## config.mk

```make
export PLATFORM = sky130hd
export DESIGN_NAME = lcd_line_prefetch
export DESIGN_NICKNAME = d
export VERILOG_FILES = /design/src/rtl/lcd_pkg.sv /design/src/rtl/sync_fifo.sv /design/src/rtl/lcd_line_prefetch.sv
export SDC_FILE = /design/constraint.sdc
export NUM_CORES = 2
export LEC_CHECK = 0
export CORE_ASPECT_RATIO = 2
export CORE_MARGIN = 2
export CORE_UTILIZATION = 56
export CTS_CLUSTER_DIAMETER = 120
export DETAILED_ROUTE_END_ITERATION = 10
export GPL_TIMING_DRIVEN = 0
export HOLD_SLACK_MARGIN = 0.05
export PLACE_DENSITY = 0.77
export SETUP_SLACK_MARGIN = 0.02
export SYNTH_ARGS = -nofsm -noshare
export SYNTH_HDL_FRONTEND = slang
export SYNTH_HIERARCHICAL = 1
export SYNTH_SLANG_ARGS = --single-unit
```

## constraint.sdc

```tcl
create_clock -name sys_clk -period 3.5 [get_ports sys_clk]
set_input_delay 0.7 -clock sys_clk [delete_from_list [all_inputs] [get_ports sys_clk]]
set_output_delay 0.7 -clock sys_clk [all_outputs]
set_load 0.05 [all_outputs]
```

## src/rtl/lcd_pkg.sv

```systemverilog
// Shared constants and fetch FSM encoding for the LCD line prefetcher.
// RGB565 field positions and the 11-bit resolution width live here.
package lcd_pkg;

  localparam int DATA_W = 16;
  localparam int RES_W  = 11;
  localparam int CNT_W  = 2 * RES_W;

  localparam int R_MSB = 15;
  localparam int R_LSB = 11;
  localparam int G_MSB = 10;
  localparam int G_LSB = 5;
  localparam int B_MSB = 4;
  localparam int B_LSB = 0;

  localparam logic [1:0] S_IDLE  = 2'd0;
  localparam logic [1:0] S_REQ   = 2'd1;
  localparam logic [1:0] S_WAIT  = 2'd2;
  localparam logic [1:0] S_DRAIN = 2'd3;

  typedef enum logic [1:0] {
    IDLE      = S_IDLE,
    REQ       = S_REQ,
    WAIT_DATA = S_WAIT,
    DRAIN     = S_DRAIN
  } fetch_state_t;

endpackage

```

## src/rtl/sync_fifo.sv

```systemverilog
// Single-clock FIFO, registered read port, synchronous flush.
// A read of an empty (or flushing) FIFO returns zero.
module sync_fifo #(
  parameter int DATA_W = 16,
  parameter int DEPTH  = 64
) (
  input  logic                       clk,
  input  logic                       rst,
  input  logic                       clr,
  input  logic                       wr_en,
  input  logic [DATA_W-1:0]          wr_data,
  input  logic                       rd_en,
  output logic [DATA_W-1:0]          rd_data,
  output logic [$clog2(DEPTH):0]     count,
  output logic                       empty
);

  localparam int AW = $clog2(DEPTH);
  localparam logic [AW:0] FULL_CNT = (AW+1)'(DEPTH);

  logic [DATA_W-1:0] mem [DEPTH];
  logic [AW-1:0]     wr_ptr;
  logic [AW-1:0]     rd_ptr;
  logic              do_wr;
  logic              do_rd;

  assign empty = (count == '0);
  assign do_wr = wr_en & ~clr & (count != FULL_CNT);
  assign do_rd = rd_en & ~clr & ~empty;

  // storage array, no reset needed
  always_ff @(posedge clk) begin
    if (do_wr) mem[wr_ptr] <= wr_data;
  end

  // pointers and occupancy
  always_ff @(posedge clk or posedge rst) begin
    if (rst) begin
      wr_ptr <= '0;
      rd_ptr <= '0;
      count  <= '0;
    end else if (clr) begin
      wr_ptr <= '0;
      rd_ptr <= '0;
      count  <= '0;
    end else begin
      if (do_wr) wr_ptr <= wr_ptr + 1'b1;
      if (do_rd) rd_ptr <= rd_ptr + 1'b1;
      unique case ({do_wr, do_rd})
        2'b10:   count <= count + 1'b1;
        2'b01:   count <= count - 1'b1;
        default: count <= count;
      endcase
    end
  end

  // registered read word, held until the next read
  always_ff @(posedge clk or posedge rst) begin
    if (rst) begin
      rd_data <= '0;
    end else if (rd_en) begin
      rd_data <= do_rd ? mem[rd_ptr] : '0;
    end
  end

endmodule

```

## src/rtl/lcd_line_prefetch.sv

```systemverilog
// Burst prefetcher from the frame buffer into a local pixel FIFO.
// Re-synchronises on every rising edge of out_vsync.
module lcd_line_prefetch #(
  parameter int DATA_W     = 16,
  parameter int ADDR_W     = 24,
  parameter int FIFO_DEPTH = 64,
  parameter int BURST_LEN  = 16
) (
  input  logic                      sys_clk,
  input  logic                      sys_rst,
  input  logic [ADDR_W-1:0]         frame_base,
  input  logic [lcd_pkg::RES_W-1:0] h_disp,
  input  logic [lcd_pkg::RES_W-1:0] v_disp,
  input  logic                      out_vsync,
  input  logic                      data_req,
  output logic [DATA_W-1:0]         pix_data,
  output logic                      rd_req,
  output logic [ADDR_W-1:0]         rd_addr,
  output logic [7:0]                rd_len,
  input  logic                      rd_ack,
  input  logic                      rd_valid,
  input  logic [DATA_W-1:0]         rd_data,
  output logic                      underflow
);

  import lcd_pkg::*;

  localparam int AW = $clog2(FIFO_DEPTH);
  localparam logic [AW:0]      DEPTH_CNT = (AW+1)'(FIFO_DEPTH);
  localparam logic [AW:0]      BURST_CNT = (AW+1)'(BURST_LEN);
  localparam logic [CNT_W-1:0] BURST_REM = CNT_W'(BURST_LEN);

  fetch_state_t     state_q;
  fetch_state_t     state_d;
  logic             vs_q;
  logic             frame_start;
  logic [ADDR_W-1:0] addr_q;
  logic [CNT_W-1:0] remaining_q;
  logic [7:0]       beats_q;
  logic [7:0]       beats_after;
  logic [7:0]       burst_len;
  logic [AW:0]      fifo_count;
  logic [AW:0]      free_words;
  logic             fifo_empty;
  logic             push;
  logic             accept;
  logic             beat_in;
  logic             busy;

  assign frame_start = out_vsync & ~vs_q;
  assign free_words  = DEPTH_CNT - fifo_count;
  assign burst_len   = (remaining_q >= BURST_REM) ?
                       8'(BURST_LEN) : remaining_q[7:0];
  assign busy        = (state_q == WAIT_DATA) | (state_q == DRAIN);
  assign beat_in     = rd_valid & busy;
  assign beats_after = beats_q - {7'd0, beat_in};
  assign accept      = rd_req & rd_ack;

  // vsync edge history
  always_ff @(posedge sys_clk or posedge sys_rst) begin
    if (sys_rst) vs_q <= 1'b0;
    else         vs_q <= out_vsync;
  end

  // fetch FSM state register
  always_ff @(posedge sys_clk or posedge sys_rst) begin
    if (sys_rst) state_q <= IDLE;
    else         state_q <= state_d;
  end

  // next state, request outputs and FIFO push
  always_comb begin
    state_d = state_q;
    rd_req  = 1'b0;
    rd_addr = '0;
    rd_len  = '0;
    push    = 1'b0;
    unique case (state_q)
      IDLE: begin
      end
      REQ: begin
        if (remaining_q == '0) begin
          state_d = IDLE;
        end else if (free_words >= BURST_CNT) begin
          rd_req  = 1'b1;
          rd_addr = addr_q;
          rd_len  = burst_len;
          if (rd_ack) state_d = WAIT_DATA;
        end
      end
      WAIT_DATA: begin
        if (rd_valid) begin
          push = 1'b1;
          if (beats_q == 8'd1) state_d = REQ;
        end
      end
      DRAIN: begin
        if (rd_valid && beats_q == 8'd1) state_d = REQ;
      end
      default: state_d = IDLE;
    endcase
    // a new frame drops in-flight beats, draining any still owed
    if (frame_start) begin
      push = 1'b0;
      if (accept)
        state_d = DRAIN;
      else if (busy && beats_after != 8'd0)
        state_d = DRAIN;
      else
        state_d = REQ;
    end
  end

  // burst address, remaining words and beat counter
  always_ff @(posedge sys_clk or posedge sys_rst) begin
    if (sys_rst) begin
      addr_q      <= '0;
      remaining_q <= '0;
      beats_q     <= '0;
    end else begin
      if (accept)       beats_q <= rd_len;
      else if (beat_in) beats_q <= beats_after;
      if (frame_start) begin
        addr_q      <= frame_base;
        remaining_q <= CNT_W'(h_disp) * CNT_W'(v_disp);
      end else if (accept) begin
        addr_q      <= addr_q + ADDR_W'(rd_len);
        remaining_q <= remaining_q - CNT_W'(rd_len);
      end
    end
  end

  // sticky underflow, cleared per frame
  always_ff @(posedge sys_clk or posedge sys_rst) begin
    if (sys_rst)                     underflow <= 1'b0;
    else if (frame_start)            underflow <= 1'b0;
    else if (data_req && fifo_empty) underflow <= 1'b1;
  end

  sync_fifo #(
    .DATA_W (DATA_W),
    .DEPTH  (FIFO_DEPTH)
  ) u_fifo (
    .clk     (sys_clk),
    .rst     (sys_rst),
    .clr     (frame_start),
    .wr_en   (push),
    .wr_data (rd_data),
    .rd_en   (data_req),
    .rd_data (pix_data),
    .count   (fifo_count),
    .empty   (fifo_empty)
  );

endmodule

```

# Word level (Yosys, flattened, before mapping)
# Memory sizes are Yosys's and may differ from the RTL's.
# Index checks and enable logic that the tools add are counted.
[totals] register_bits=93 ram_bits=1024 inputBits=68 wordCells=99 rom_bits=0 memories=1 latch_bits=0 output_inout_bits=50
[op_classes] shifts=0 muxes=40 n_eq_ne=12 reduce_logical=14 div_mod_pow=0 multipliers=1 add_sub_neg=8 bitwise_logic=11 order_cmp=2
[memory_table] name="u_fifo.mem" words=64 word_bits=16 rd=1 rd_clocked_by_memory_dff=0 write_ports=1 line_no="sync_fifo.sv:21" text="logic [DATA_W-1:0] mem [DEPTH];"
[op_table] cell="$mux 24" count=5
[op_table] cell="$mux 8" count=6
[op_table] cell="$mux 22" count=2
[op_table] cell="$add 24x8->24" count=1
[op_table] cell="$mux 6" count=4
[op_table] cell="$ge 22x5->1 const B" count=1
[op_table] cell="$logic_not 22->1" count=1
[op_table] cell="$mul 11x11->22" count=1
[op_table] cell="$sub 22x8->22" count=1
[op_table] cell="$mux 2" count=9
[op_table] cell="$mux 16" count=1
[op_table] cell="$pmux 7 s2" count=1
[op_table] cell="$add 6x1->6 const B" count=2
[op_table] cell="$mux 1" count=10
[op_table] cell="$reduce_bool 2->1" count=5
[op_table] cell="$eq 8x1->1 const B" count=1
[op_table] cell="$ne 4x3->1 const B" count=2
[op_table] cell="$reduce_bool 8->1" count=1
[op_table] cell="$sub 8x1->8" count=1
[op_table] cell="$add 7x1->7 const B" count=1
[op_table] cell="$and 1x1->1" count=7
[op_table] cell="$ge 7x5->1 const B" count=1
[op_table] cell="$logic_not 7->1" count=1
[op_table] cell="$mux 7" count=1
[op_table] cell="14 further kinds" count=22

# Longest topological paths before layout
[logic_depth] ltp_word=9 depth_mapped=20 mapped_depth_nobuf=19

# Hierarchy
# The synthesis kept the hierarchy.
[by_module_without_submodules] module="sync_fifo" instances=1 cells_per_inst=1985 area_each_um2=41096.9 seq_area_each_um2=31625.3
[by_module_without_submodules] module="lcd_line_prefetch" instances=1 cells_per_inst=988 area_each_um2=8242.9 seq_area_each_um2=1451.4

# Worst setup path before layout
# OpenSTA, ideal clock, no wires.
[synth_timing] path_kind="input to register" start="in h_disp[0] (netlist name)" end="reg remaining_q[18]" setup_ps=122 t_required_ps=3378 path_stages=17 n_path_buf=1 t_arrival_ps=5525 path_slack_ps=-2147 cell_sequence="clkbuf_1 nand2_1 fa_1 fa_1 inv_1 fa_1 fa_1 inv_1 fa_1 inv_1 ha_1 and4_1 a211oi_1 o211ai_1 o31a_1 or4b_1 o2111a_1"
[synth_via] elab_chain_len=2
[synth_rtl] item="start, declared" line_no="lcd_line_prefetch.sv:12" text="input logic [lcd_pkg::RES_W-1:0] h_disp,"
[synth_rtl] item="$mul 11x11->22" line_no="lcd_line_prefetch.sv:125" text="remaining_q <= CNT_W'(h_disp) * CNT_W'(v_disp);"
[synth_rtl] item="$mux 22" line_no="lcd_line_prefetch.sv:123" text="if (frame_start) begin"
[synth_rtl] item="end signal, assigned" line_no="lcd_line_prefetch.sv:125"
[synth_rtl] item="end signal, assigned" line_no="lcd_line_prefetch.sv:128" text="remaining_q <= remaining_q - CNT_W'(rd_len);"
[synth_rtl] item="end, declared" line_no="lcd_line_prefetch.sv:38" text="logic [CNT_W-1:0] remaining_q;"
# Every way passes these cells.
# A chain may end at the register's enable or synchronous reset.

# Final worst setup path
[layout_timing] start="in v_disp[2] (netlist name)" end="reg remaining_q[18]"
[layout_via] elab_chain_len=2
[layout_rtl] item="start, declared" line_no="lcd_line_prefetch.sv:13" text="input logic [lcd_pkg::RES_W-1:0] v_disp,"
[layout_rtl] item="$mul 11x11->22" line_no="lcd_line_prefetch.sv:125"
[layout_rtl] item="$mux 22" line_no="lcd_line_prefetch.sv:123"
# Every way passes these cells.

==> results.cfg <==
[run_status]
status = complete, but fails checks
violations = setup timing

[power_and_ir_drop]
ir_drop_mv = 0.609
p_per_area_nw_per_um2 = 710
power.leakage_nw = 20.4

[global_route]
grt_max_degree = 65
grt_pass1_wl_mm = 198
grt_pass1_vias = 30100
grt-ovfl-total = 0
antenna_found_initial = 4
track_usage_pct = 30.6

[final_layout]
fin_nets = 3630
layout-drive-gt1-share_pct = 29.7
layout.cells.non_filler = 4644
area_growth_pct = 20.5
nFillCells = 5538

[drt]
drt-pass1-iter-count = 6
viasPerCell = 6.40
via_count = 29700
drtIter0Drc = 3965
drc = 0
wirelength_mm = 136
wire_per_inst_um = 29.2
final_antenna_net_count = 0

[sta]
hold_violations = 0
post-route-period-util_pct = 140
fmax_mhz = 204
worst_slack_ps = -1400
slew_violations = 0
worst_pin_slew_ps = 1340
setup_viol = 39
fin_worst_skew_ps = 34.3
period_minus_slack_ps = 4900
rsz0062_at_grt = true
slew_headroom_pct = 10.6
fin_tns_setup_ps = -16010

[critical_path]
start_kind = input port
r2r-end = remaining_q[21]
r2r_cells = 15
crit_path_end_kind = register
crit_type = in2reg
r2r_slack_ps = -550
cp.required_ps = 4050
worstReg2RegStart = remaining_q[15]
arrival_ps = 5450
worstPathMaxFanout = 5

[logic_synthesis]
synthDistinctLibCells = 71
syn_area_per_cell_um2 = 16.6
ys_seq_elements = 1117
synth_top_flop_cell = edfxtp_1
yosysSeqAreaShare_pct = 67.0
synth_edf_count = 1024
synth_most_common_cell = edfxtp_1
synth_top_area_share_pct = 62.3
yosys_warnings = 6
synth_cells = 2973
async_flop_share_pct = 8.33
synth_common_cells = edfxtp_1 (1024), mux4_2 (198), mux2i_1 (175)
synth_area_leaders = edfxtp_1 (62%), mux4_2 (9.0%), dfrtp_1 (4.7%)
syn_area_um2 = 49300
yosysTopAreaCell = edfxtp_1

[cts]
ctsHoldBuffers = 0
cts_buffers = 92
path_clk_slew_ps = 70
cts_max_path_buffers = 3
clk_latency_ps = 690
cts_tree = built
htreeDepth = 3
cts_root_buf = clkbuf_16
cts_sinks = 1117

[die]
die_y_um = 424
io_pins = 118
die_w_um = 214
initial_core_util_pct = 56.3
rows = 154
dieArea_um2 = 90600
core-area_um2 = 87700

[hold_path]
hold_path_class = in2async

[placed_design]
gp_congestion = 0.966
port-buffer-count = 114
dp_cells = 4337
dp_hpwl_mm = 89.3

[run]
cap_viol_max_count = 0
-- where the power goes --
part	internal [mW]	total, mW	switching, mW
registers	15.0	15.5	0.533
logic	7.09	16.1	9.05
clock network	5.70	10.5	4.82
total	27.8	42.2	14.4
-- worst max-delay path by stage --
stage              start              end  slack (ps)  cells past startpoint
2_1_floorplan  h_disp[3]  remaining_q[18]       -1770                     16
3_3_place_gp   h_disp[1]  remaining_q[18]       -2630                     18
3_5_place_dp   h_disp[1]  remaining_q[18]       -2670                     18
4_1_cts        v_disp[7]  remaining_q[18]       -1380                     18
5_1_grt        v_disp[2]  remaining_q[18]       -1520                     20
6_report       v_disp[2]  remaining_q[18]       -1400                     20
-- layout by cell type, fill, tap and decap left out, drive strengths merged, types with 16 or more instances in the layout --
cell type         n
mux2i           175
nor2b            16
edfxtp         1024
a21oi            80
a22oi            18
and2             73
and3             34
buf             356
xnor2            43
o22ai            24
clkinv           39
a211oi           17
nand2           152
xor2             22
o21ai            83
inv             127
mux4            198
nor3             44
ha               82
a2111oi          16
clkbuf          190
dfrtp            93
nor2            159
fa               82
clkdlybuf4s50    48
nand3            37
o221ai           40
-- flip-flops by register name, summed over array words and instances, names as in the netlist --
signal,flops
addr_q,24
beats_q,8
remaining_q,22
state_q,2
u_fifo/count,7
u_fifo/mem,1024
u_fifo/rd_data,16
u_fifo/rd_ptr,6
u_fifo/wr_ptr,6
underflow,1
vs_q,1
-- per-stage QoR --
step	util (%)	hold slack [ps]	cell area [µm²]	power, mW	setup WS (ps)
finish	67.8	313	59400	42.2	-1400
CTS	66.6	274	58400	40.8	-1380
global placement	59.9	490	52500	28.8	-2630
detailed placement	61.5	509	53900	29.0	-2670
floorplan	-	479	49900	25.2	-1770
global route	67.8	304	59400	43.8	-1520
-- per-layer routing --
layer | wire length, µm | GRT usage (%) | vias to the layer above | part of all wire, %
met5 | 32 | 0 | - | 0.024
met4 | 6890 | 14.0 | 4 | 5.1
met3 | 14200 | 6.64 | 346 | 10
met2 | 65200 | 48.3 | 1794 | 48
met1 | 49400 | 41.0 | 15200 | 36
li1 | - | - | 12400 | -
-- worst max-delay path, stage by stage --
cell and delay [ps]:
buf_6 80, clkbuf_16 130, buf_4 100, buf_4 100
nand2_4 40, fa_1 550, fa_1 420, inv_1 90
fa_2 460, fa_1 510, inv_1 50, fa_1 480
inv_2 50, ha_4 240, a21o_1 190, a211oi_2 180
o211ai_1 150, o31a_1 300, or4b_1 480, o2111a_1 140
-- logic make-up (layout without fill, tap and decap cells) --
| kind of cell | after synthesis | in the layout | synth area share (%) |
|---|---|---|---|
| flops | 1117 | 1117 | 67.0 |
| simple gates | 590 | 591 | 6.00 |
| mux | 385 | 385 | 12.9 |
| compound gates | 357 | 357 | 4.96 |
| buf+inv | 293 | 785 | 2.56 |
| fa+ha+maj | 164 | 164 | 5.41 |
| xor+xnor | 65 | 65 | 1.15 |
| other cells | 2 | 10 | 0.0152 |
-- repair_timing --
| action | CTS | global route |
|---|---|---|
| resized for setup | 406 | 247 |
| gates cloned | 1 | 3 |
| pin swaps | 102 | 69 |
| endpoints found under the setup margin | 1106 | 251 |
| buffers inserted | 104 | 37 |
-- layout make-up --
class                           instances  area, µm²  area share, %
Multi-Input combinational cell       1571      16500           27.8
Buffer                                163       1140           1.92
Clock buffer                          112       2440           4.10
Inverter                              128        494          0.832
Sequential cell                      1117      33100           55.7
Tap cell                             1170       1460           2.46
Clock inverter                         57        627           1.05
Timing Repair Buffer                  325       3640           6.13
Antenna cell                            1       2.50        0.00421
No activity file was read; power rests on OpenSTA's default activity.
